### src/rtl/piso_serializer.sv
`default_nettype none
// ============================================================================
// Module   : piso_serializer
// Purpose  : Parallel-in/serial-out serializer with valid/ready input, a
//            one-word holding buffer for gap-free frames and frame markers.
// Revision : 1.0 - initial release
// ============================================================================
module piso_serializer #(
  parameter int WIDTH     = 8,
  parameter bit LSB_FIRST = 1'b0
) (
  input  logic             clk,
  input  logic             reset,
  input  logic             in_valid,
  input  logic [WIDTH-1:0] in_data,
  output logic             in_ready,
  input  logic             shift_en,
  output logic             serial_out,
  output logic             serial_valid,
  output logic             frame_start,
  output logic             frame_end,
  output logic             busy
);

  localparam int               CNT_W    = $clog2(WIDTH);
  localparam logic [CNT_W-1:0] CNT_LAST = CNT_W'(WIDTH - 1);

  typedef enum logic [0:0] {
    IDLE  = 1'b0,
    SHIFT = 1'b1
  } state_t;

  state_t           state_q, state_d;
  logic [WIDTH-1:0] hbuf_q, hbuf_d;
  logic [WIDTH-1:0] sreg_q, sreg_d;
  logic             hfull_q, hfull_d;
  logic [CNT_W-1:0] cnt_q, cnt_d;

  logic in_ready_q, in_ready_d;
  logic serial_out_q, serial_out_d;
  logic serial_valid_q, serial_valid_d;
  logic frame_start_q, frame_start_d;
  logic frame_end_q, frame_end_d;
  logic busy_q, busy_d;

  always_comb begin
    state_d = state_q;
    hbuf_d  = hbuf_q;
    hfull_d = hfull_q;
    sreg_d  = sreg_q;
    cnt_d   = cnt_q;

    // Accept and reload are mutually exclusive: reload needs hfull_q, accept needs !hfull_q.
    if (in_valid && !hfull_q) begin
      hbuf_d  = in_data;
      hfull_d = 1'b1;
    end

    if (state_q == IDLE) begin
      if (hfull_q) begin
        sreg_d  = hbuf_q;
        cnt_d   = '0;
        hfull_d = 1'b0;
        state_d = SHIFT;
      end
    end else if (shift_en) begin
      if (cnt_q != CNT_LAST) begin
        sreg_d = LSB_FIRST ? {1'b0, sreg_q[WIDTH-1:1]} : {sreg_q[WIDTH-2:0], 1'b0};
        cnt_d  = cnt_q + CNT_W'(1);
      end else if (hfull_q) begin
        sreg_d  = hbuf_q;
        cnt_d   = '0;
        hfull_d = 1'b0;
      end else begin
        state_d = IDLE;
      end
    end

    // Outputs are computed from next-state values so they are registered yet current.
    serial_valid_d = (state_d == SHIFT);
    serial_out_d   = serial_valid_d && (LSB_FIRST ? sreg_d[0] : sreg_d[WIDTH-1]);
    frame_start_d  = serial_valid_d && (cnt_d == '0);
    frame_end_d    = serial_valid_d && (cnt_d == CNT_LAST);
    in_ready_d     = !hfull_d;
    busy_d         = serial_valid_d || hfull_d;
  end

  always_ff @(posedge clk) begin
    if (reset) begin
      state_q        <= IDLE;
      hbuf_q         <= '0;
      hfull_q        <= 1'b0;
      sreg_q         <= '0;
      cnt_q          <= '0;
      in_ready_q     <= 1'b1;
      serial_out_q   <= 1'b0;
      serial_valid_q <= 1'b0;
      frame_start_q  <= 1'b0;
      frame_end_q    <= 1'b0;
      busy_q         <= 1'b0;
    end else begin
      state_q        <= state_d;
      hbuf_q         <= hbuf_d;
      hfull_q        <= hfull_d;
      sreg_q         <= sreg_d;
      cnt_q          <= cnt_d;
      in_ready_q     <= in_ready_d;
      serial_out_q   <= serial_out_d;
      serial_valid_q <= serial_valid_d;
      frame_start_q  <= frame_start_d;
      frame_end_q    <= frame_end_d;
      busy_q         <= busy_d;
    end
  end

  assign in_ready     = in_ready_q;
  assign serial_out   = serial_out_q;
  assign serial_valid = serial_valid_q;
  assign frame_start  = frame_start_q;
  assign frame_end    = frame_end_q;
  assign busy         = busy_q;

endmodule
`default_nettype wire

### config.mk
export PLATFORM = sky130hd
export DESIGN_NAME = piso_serializer
export DESIGN_NICKNAME = d
export VERILOG_FILES = /design/src/rtl/piso_serializer.sv
export SDC_FILE = /design/constraint.sdc
export NUM_CORES = 1
export LEC_CHECK = 0
export CAP_MARGIN = 20
export CELL_PAD_IN_SITES_DETAIL_PLACEMENT = 1
export CELL_PAD_IN_SITES_GLOBAL_PLACEMENT = 1
export CORE_MARGIN = 1
export CORE_UTILIZATION = 25
export DETAILED_ROUTE_END_ITERATION = 10
export DONT_BUFFER_PORTS = 1
export HOLD_SLACK_MARGIN = 0.03
export PLACE_DENSITY = 0.54
export SLEW_MARGIN = 20
export SYNTH_ARGS = -nofsm -noshare
export SYNTH_HDL_FRONTEND = slang
export SYNTH_SLANG_ARGS = --single-unit
### constraint.sdc
create_clock -name clk -period 1.82 [get_ports clk]
set_input_delay 0.546 -clock clk [delete_from_list [all_inputs] [get_ports clk]]
set_output_delay 0.546 -clock clk [all_outputs]
set_load 0.03 [all_outputs]
**Yosys cells after proc, flatten, opt, wreduce, memory -nomap -nowiden**

Index checks and enable logic that the tools add are counted.

- Register bits: 26
- Input bits: 12
- Output and inout port bits: 6

- Add/subtract/negate cells: 1
- Eq/ne operators: 3
- Mux-type cells: 17
- Reduce and logical (&&, ||, !) cells: 8

Operators by type and width:

| operator | count |
|---|---|
| two-way mux 8 bit | 4 |
| two-way mux 3 bit | 4 |
| two-way mux 1 bit | 9 |
| logical AND 1 bit | 4 |
| adder 3 x 1 -> 3 bit, second input constant | 1 |
| equality test 3 bit, second input constant | 1 |
| logical NOT 3 bit | 1 |
| inequality test 3 bit, second input constant | 1 |
| logical NOT 1 bit | 2 |
| inequality test 2 bit, second input constant | 1 |
| logical OR 1 bit | 1 |

**Depth between registers and ports, before layout**

Gate-level depths: netlist of run 1.

- Word-level depth: 8
- Depth in mapped cells: 7

**Least setup slack after synthesis of run 1**

No wires, ideal clock.

- Path kind: register -> register
- Start: register cnt_q[0]
- End: register frame_end_q (netlist: frame_end)
- Arrival: 1,462 ps
- Data required time: 1,732 ps
- Path slack: 270 ps
- Stages on the path, launching flop included: 7
- Period minus slack after synthesis: 1,550 ps
- Path through: dfxtp_1 -> ha_1 -> ha_1 -> a21boi_4 -> nor2_2 -> or2_1 -> nor4_2

- Word-level cells in the longest chain between the ends: 6
- Elaborated cells on any way between the ends: 11
- Classes of those cells: add/sub (1); eq/ne (2); mux (7); reduce/logical (1)

RTL lines:

| element | line | RTL |
|---|---|---|
| start: declaration | 37 | `logic [CNT_W-1:0] cnt_q, cnt_d;` |
| start signal: assignment | 106 | `cnt_q <= cnt_d;` |
| adder 3 x 1 -> 3 bit, or another cell as far along | 69 | `cnt_d = cnt_q + CNT_W'(1);` |
| two-way mux 3 bit | 67 | `if (cnt_q != CNT_LAST) begin` |
| two-way mux 3 bit | 66 | `end else if (shift_en) begin` |
| two-way mux 3 bit | 59 | `if (state_q == IDLE) begin` |
| equality test 3 bit | 83 | `frame_end_d = serial_valid_d && (cnt_d == CNT_LAST);` |
| logical AND 1 bit * | 83 |  |
| end signal: assignment | 111 | `frame_end_q <= frame_end_d;` |
| end: declaration | 43 | `logic frame_end_q, frame_end_d;` |

Mark *: on every way between the ends. The rest lies on a longest branch, timed or not.
A chain may end at the register's enable or synchronous reset.

**Final worst setup path of run 1**

- Start: register cnt_q[1]
- End: register frame_end_q (netlist: frame_end)

Same word-level chain as after synthesis.

==> results of run 1 <==
[cells by family after synthesis]
logic type                 Yosys count
buffers and inverters               12
adders and majority gates            3
DFF                                 26
muxes                                5
and+or+nand+nor                     55
AOI/OAI and AO/OA                   32
[timing repair]
item / in CTS / in global routing
gates resized for setup: 0 / 1
setup buffers: 0 / 0
setup endpoints to repair: 0 / 2
[worst max-delay path: stages, from the launching register on]
cell and delay [ns]:
dfxtp_1 0.38, ha_1 0.19, ha_2 0.26, inv_1 0.13, a21oi_1 0.18, o22ai_1 0.13, nor4_2 0.24
[power by group]
| part | switching [W] | internal (W) |
|---|---|---|
| sequential | 0.0000266 | 0.000594 |
| clock | 0.000184 | 0.000294 |
| combinational | 0.0000624 | 0.0000491 |
| total | 0.000273 | 0.000938 |
[cells in the mapped netlist]
master / number
dfxtp_1: 26
nor4_2: 1
and2b_1: 3
a31o_2: 4
buf_2: 2
o22ai_1: 1
nand3b_1: 1
mux2i_1: 5
a32oi_1: 1
nand2_1: 26
o21ai_0: 3
a21boi_4: 1
a21oi_1: 17
buf_4: 1
clkbuf_1: 3
a32oi_2: 2
nor2b_1: 2
nor2_1: 12
nor3_1: 3
a21o_1: 1
and4_1: 1
and2b_4: 1
nor2_2: 1
nand2b_2: 1
nand2b_1: 1
or2_1: 1
a211oi_1: 1
ha_1: 3
and3_1: 1
o21ai_2: 1
inv_1: 5
buf_6: 1
[path summary, 6_finish.rpt]
kind / startpoint / to / slack [ns] / cells after the start
max: cnt_q[1]$_SDFF_PP0_ / frame_end$_SDFF_PP0_ / 0.23 / 6
max reg2reg: cnt_q[1]$_SDFF_PP0_ / frame_end$_SDFF_PP0_ / 0.23 / 6
min reg2reg: hbuf_q[4]$_SDFFE_PP0P_ / hbuf_q[4]$_SDFFE_PP0P_ / 0.45 / 2
min: reset / busy$_SDFF_PP0_ / 0.33 / 1
[metal layers]
metal | share of wire, % | vias up | wire (µm) | GRT usage (%)
met5 | 0 | - | 0 | 0
met4 | 1.4 | 0 | 36 | 4.67
met3 | 2.3 | 4 | 61 | 1.30
met2 | 50 | 12 | 1320 | 20.8
met1 | 47 | 444 | 1240 | 14.7
li1 | - | 457 | - | -
[cell type report]
class / instances / area (µm²)
clock buffers: 3 / 41.3
repair buffers: 6 / 45.0
flip-flops and latches: 26 / 520
inverters: 5 / 18.8
fillers: 523 / 3110
clock inverters: 1 / 30.0
multi-input cells: 95 / 581
well taps: 52 / 65.1
[sequential cells by signal, summed over array words and instances, names as in the netlist]
signal / cells
hbuf_q: 8
sreg_q: 8
cnt_q: 3
busy: 1
frame_end: 1
frame_start: 1
hfull_q: 1
in_ready: 1
serial_out: 1
serial_valid: 1
[stage by stage]
| step | instances | cell area, µm² |
|---|---|---|
| floorplan | 133 | 1160 |
| global placement | 184 | 1230 |
| detailed placement | 184 | 1230 |
| CTS | 188 | 1300 |
| global route | 188 | 1300 |
| finish | 188 | 1300 |
==> results.json, run 1 <==
{
  "via_count": 917,
  "path_class": "reg2reg",
  "core_mm2": 0.00441,
  "drtPass1Iterations": 4,
  "rsz0062_at_grt": "false",
  "antennaDiodeCount": 0,
  "clock_latency_ns": 0.27,
  "synth_compound_area_share_pct": 19.5,
  "fin_skew_ns": 0.00639,
  "area_growth_pct": 12.4,
  "synthCells": 133,
  "final.period_utilization_pct": 87.4,
  "slew_headroom_pct": 74.2,
  "grt_max_degree": 23,
  "die_w_um": 70.0,
  "hold_viol": 0,
  "via_per_inst": 4.88,
  "synth-xor-area-share_pct": 0,
  "slew_violations": 0,
  "crit_fanout": 6,
  "cp-end-kind": "flop",
  "grt_usage_pct": 11.8,
  "cts.path.max_buffers": 2,
  "worstSetupStartpointType": "flop",
  "grt_overflow": 0,
  "ys_seq_area_share_pct": 45.0,
  "tritoncts": "built",
  "finalWeightedCongestion": 0.794,
  "tightestPinTransition_ns": 0.387,
  "clkTransAtPathRegs_ns": 0.09,
  "port_buffers": 0,
  "cts_inserted_buffers": 3,
  "finalSetupTns_ns": 0,
  "synth_cell_type_count": 32,
  "drive_gt1_share_pct": 16.9,
  "critPathArrivalTime_ns": 1.78,
  "p_leak_nw": 0.530,
  "status": "completed",
  "required_ns": 2.01,
  "io_pins": 18,
  "timing.hold.ws_ns": 0.328,
  "syn_nets": 148,
  "synth.avg_cell_area_um2": 8.70,
  "irDropWorstVdd_mv": 0.305,
  "yosys.area_share.simple_pct": 22.9,
  "synth_top_cell_area_share_pct": 45.0,
  "drtIter0Drc": 11,
  "hpwl_um": 1950,
  "grt_pass1_wl_um": 4680,
  "cts_root_buf": "clkbuf_8",
  "ys_top_cells_by_area": "dfxtp_1 45%, nand2_1 8.4%, a21oi_1 7.4%, mux2i_1 4.3%, nor2_1 3.9%",
  "postRouteWirelength_um": 2660,
  "synth_adder_area_share_pct": 3.24,
  "timing.fmax_ghz": 0.628,
  "die-area_mm2": 0.00491,
  "hold_path_class": "in2reg",
  "fin_nets": 152,
  "muxShareOfSynthArea_pct": 4.32,
  "htreeDepth": 1,
  "first_global_vias": 991,
  "drv_cap": 0,
  "setup_slack_ns": 0.229,
  "power_density_mw_per_mm2": 930,
  "antenna_found_initial": 0,
  "synthDominantAreaCellType": "dfxtp_1",
  "ys_warn_count": 0,
  "pre_cts_ws_ns": 0.144,
  "finalPower_w": 0.00121,
  "initial_core_util_pct": 26.2,
  "netlist_area_mm2": 0.00116,
  "num_rows": 24,
  "ys_seq_elements": 26,
  "setup_viol": 0,
  "fin_util_pct": 29.5,
  "die_y_um": 70.0,
  "ctsHoldBuffers": 0,
  "clock_sinks": 26,
  "final_cell_mix": "26 x nand2_1, 26 x dfxtp_1, 17 x a21oi_1",
  "drc": 0,
  "synth_top_family_by_area": "simple AND/OR/NAND/NOR gates",
  "fin_crit_ns": 1.59,
  "ant_nets": 0,
  "wl_per_cell_um": 14.1
}
Power figures use the tool's default switching activity.
==> run 2, diff against run 1 <==
--- a/config.mk
+++ b/config.mk
@@ -9,11 +9,12 @@
 export CELL_PAD_IN_SITES_DETAIL_PLACEMENT = 1
 export CELL_PAD_IN_SITES_GLOBAL_PLACEMENT = 1
 export CORE_MARGIN = 1
-export CORE_UTILIZATION = 25
+export CORE_UTILIZATION = 45
 export DETAILED_ROUTE_END_ITERATION = 10
 export DONT_BUFFER_PORTS = 1
+export GPL_ROUTABILITY_DRIVEN = 0
 export HOLD_SLACK_MARGIN = 0.03
-export PLACE_DENSITY = 0.54
+export PLACE_DENSITY = 0.82
 export SLEW_MARGIN = 20
 export SYNTH_ARGS = -nofsm -noshare
 export SYNTH_HDL_FRONTEND = slang
==> constraint.sdc (replaced) <==
create_clock -name clk -period 1.6 [get_ports clk]
set_input_delay 0.48 -clock clk [delete_from_list [all_inputs] [get_ports clk]]
set_output_delay 0.48 -clock clk [all_outputs]
set_load 0.03 [all_outputs]
==> run 2 against run 1 <==
- sequential share of layout area increased by 0.12 points
- clock-buffer cell count increased by 1
- critical path type unchanged
- via count increased by 1.7%
- clock skew increased by 0.0057 ns
- routed wire length decreased by 3.4%
- clock power decreased by 29%
- register-to-register slack got worse by 0.17 ns
- maximum frequency increased by 3.5%
- largest power group unchanged
- sequential power increased by 14%
- cell area increased by 0.19%
- non-clock buffer count increased by 4
- sequential cell count unchanged
==> results.json, run 2 (same netlist as run 1, synthesis figures left out) <==
{
  "status": "completed",
  "hold_viol": 0,
  "combPwrFrac_pct": 11.6,
  "path_class": "reg2reg",
  "critPathMaxStageDelay_ns": 0.37,
  "use_met3_pct": 3.48,
  "setup_viol": 0,
  "fin_nets": 156,
  "initial_core_util_pct": 47.1,
  "tightestPinTransition_ns": 0.355,
  "critPathSlowestCell": "dfxtp_2",
  "grt_use_met1_pct": 26.4,
  "drc": 0,
  "fin_skew_ns": 0.0121,
  "via_count": 933,
  "irDropWorstVdd_mv": 0.535,
  "clkPwrFrac_pct": 28.5,
  "worstSetupStartpointType": "flop",
  "final_cell_mix": "26 x nand2_1, 24 x dfxtp_1, 17 x a21oi_1",
  "io_pins": 18,
  "p_switching_w": 0.000303,
  "cp-end-kind": "flop",
  "port_buffers": 0,
  "drtPass1Iterations": 2,
  "die-area_mm2": 0.00278,
  "finalSetupTns_ns": 0,
  "clock_latency_ns": 0.33,
  "slew_headroom_pct": 76.4,
  "wl_per_cell_um": 15.1,
  "swShare_pct": 25.6,
  "htreeDepth": 1,
  "clock_sinks": 26,
  "grt_pass1_wl_um": 4150,
  "antenna_found_initial": 0,
  "area_growth_pct": 12.6,
  "fin_crit_ns": 1.54,
  "timing.hold.ws_ns": 0.188,
  "final_common_cell": "nand2_1",
  "p_int_w": 0.000880,
  "drtIter0Drc": 6,
  "ctsHoldBuffers": 0,
  "grt_max_degree": 23,
  "power_frac_seq_pct": 59.9,
  "grt_overflow": 0,
  "ant_nets": 0,
  "rsz0062_at_grt": "false",
  "required_ns": 1.89,
  "p_leak_nw": 0.533,
  "power_density_mw_per_mm2": 907,
  "cts_root_buf": "clkbuf_4",
  "path_cells": "ha_4 -> ha_2 -> and2b_4 -> o21ai_4 -> a32oi_2 -> and4_1",
  "cts.path.max_buffers": 2,
  "largestRegisters": "hbuf_q: 8 flops, sreg_q: 8 flops, cnt_q: 3 flops",
  "drive_gt1_share_pct": 22.1,
  "drv_cap": 0,
  "dp.cells": 164,
  "hpwl_um": 1900,
  "setup_slack_ns": 0.0630,
  "num-fill-cells": 302,
  "die_y_um": 52.7,
  "cts_inserted_buffers": 3,
  "multi_input_area_um2": 613,
  "first_global_vias": 903,
  "crit_fanout": 3,
  "tritoncts": "built",
  "slew_violations": 0,
  "grt_util_met2_pct": 35.7,
  "busiest_layer": "met2",
  "critPathArrivalTime_ns": 1.83,
  "grt_usage_pct": 21.5,
  "pre_cts_ws_ns": -0.0730,
  "timing.fmax_ghz": 0.651,
  "seqCellArea_um2": 523,
  "clkTransAtPathRegs_ns": 0.15,
  "hold_path_class": "in2reg",
  "via_per_inst": 5.49,
  "fin_cells": 170,
  "core_mm2": 0.00245,
  "finalPower_w": 0.00118,
  "antennaDiodeCount": 0,
  "num_rows": 18,
  "postRouteWirelength_um": 2570,
  "final.period_utilization_pct": 96.1,
  "die_w_um": 52.7
}
-- run 2: worst paths after layout --
check | cells past startpoint | to | startpoint | slack [ns]
worst max-delay path | 6 | frame_start$_SDFF_PP0_ | cnt_q[1]$_SDFF_PP0_ | 0.06
worst min register to register | 2 | hbuf_q[2]$_SDFFE_PP0P_ | hbuf_q[2]$_SDFFE_PP0P_ | 0.46
worst max register to register | 6 | frame_start$_SDFF_PP0_ | cnt_q[1]$_SDFF_PP0_ | 0.06
worst min-delay path | 1 | cnt_q[1]$_SDFF_PP0_ | reset | 0.19
-- run 2: power by group through the flow --
stage | Sequential [W] | Combinational, W | Clock [W]
detailed placement | 0.000722 | 0.000132 | 0
global route | 0.000712 | 0.000153 | 0.000372
floorplan | 0.000721 | 0.000105 | 0
CTS | 0.000709 | 0.000132 | 0.000351
finish | 0.000708 | 0.000137 | 0.000337
global placement | 0.000721 | 0.000127 | 0
-- run 2: critical path, delay by kind of cell, from the launching register on --
family                   cells  cell delay (ns)
flip-flops                   1             0.37
adder cells (fa/ha/maj)      2             0.33
AO/OA/AOI/OAI                2             0.30
AND/OR/NAND/NOR              2             0.50
-- run 2: stage by stage --
step	area (µm²)	util, %
final	1300	53.1
after global routing	1300	53.1
after CTS	1270	51.7
after detailed placement	1210	49.5
after global placement	1210	49.5
after floorplan	1160	-
-- run 2: timing repair --
item / 4_1_cts / 5_1_grt
setup buffers: 0 / 2
gates resized for setup: 5 / 3
pin swaps: 0 / 2
endpoints found under the setup margin: 2 / 2
-- run 2: area by class of cell --
type | count | area share (%)
inverter | 5 | 1.44
clock buffer | 4 | 2.78
timing repair buffer | 10 | 5.76
tap | 30 | 2.88
multi-input combinational | 95 | 47.0
sequential | 26 | 40.1
-- run 2: routing by layer --
metal	wire length [µm]	up-vias
li1	-	465
met3	54	4
met2	1320	12
met1	1150	452
met4	37	0
met5	0	-
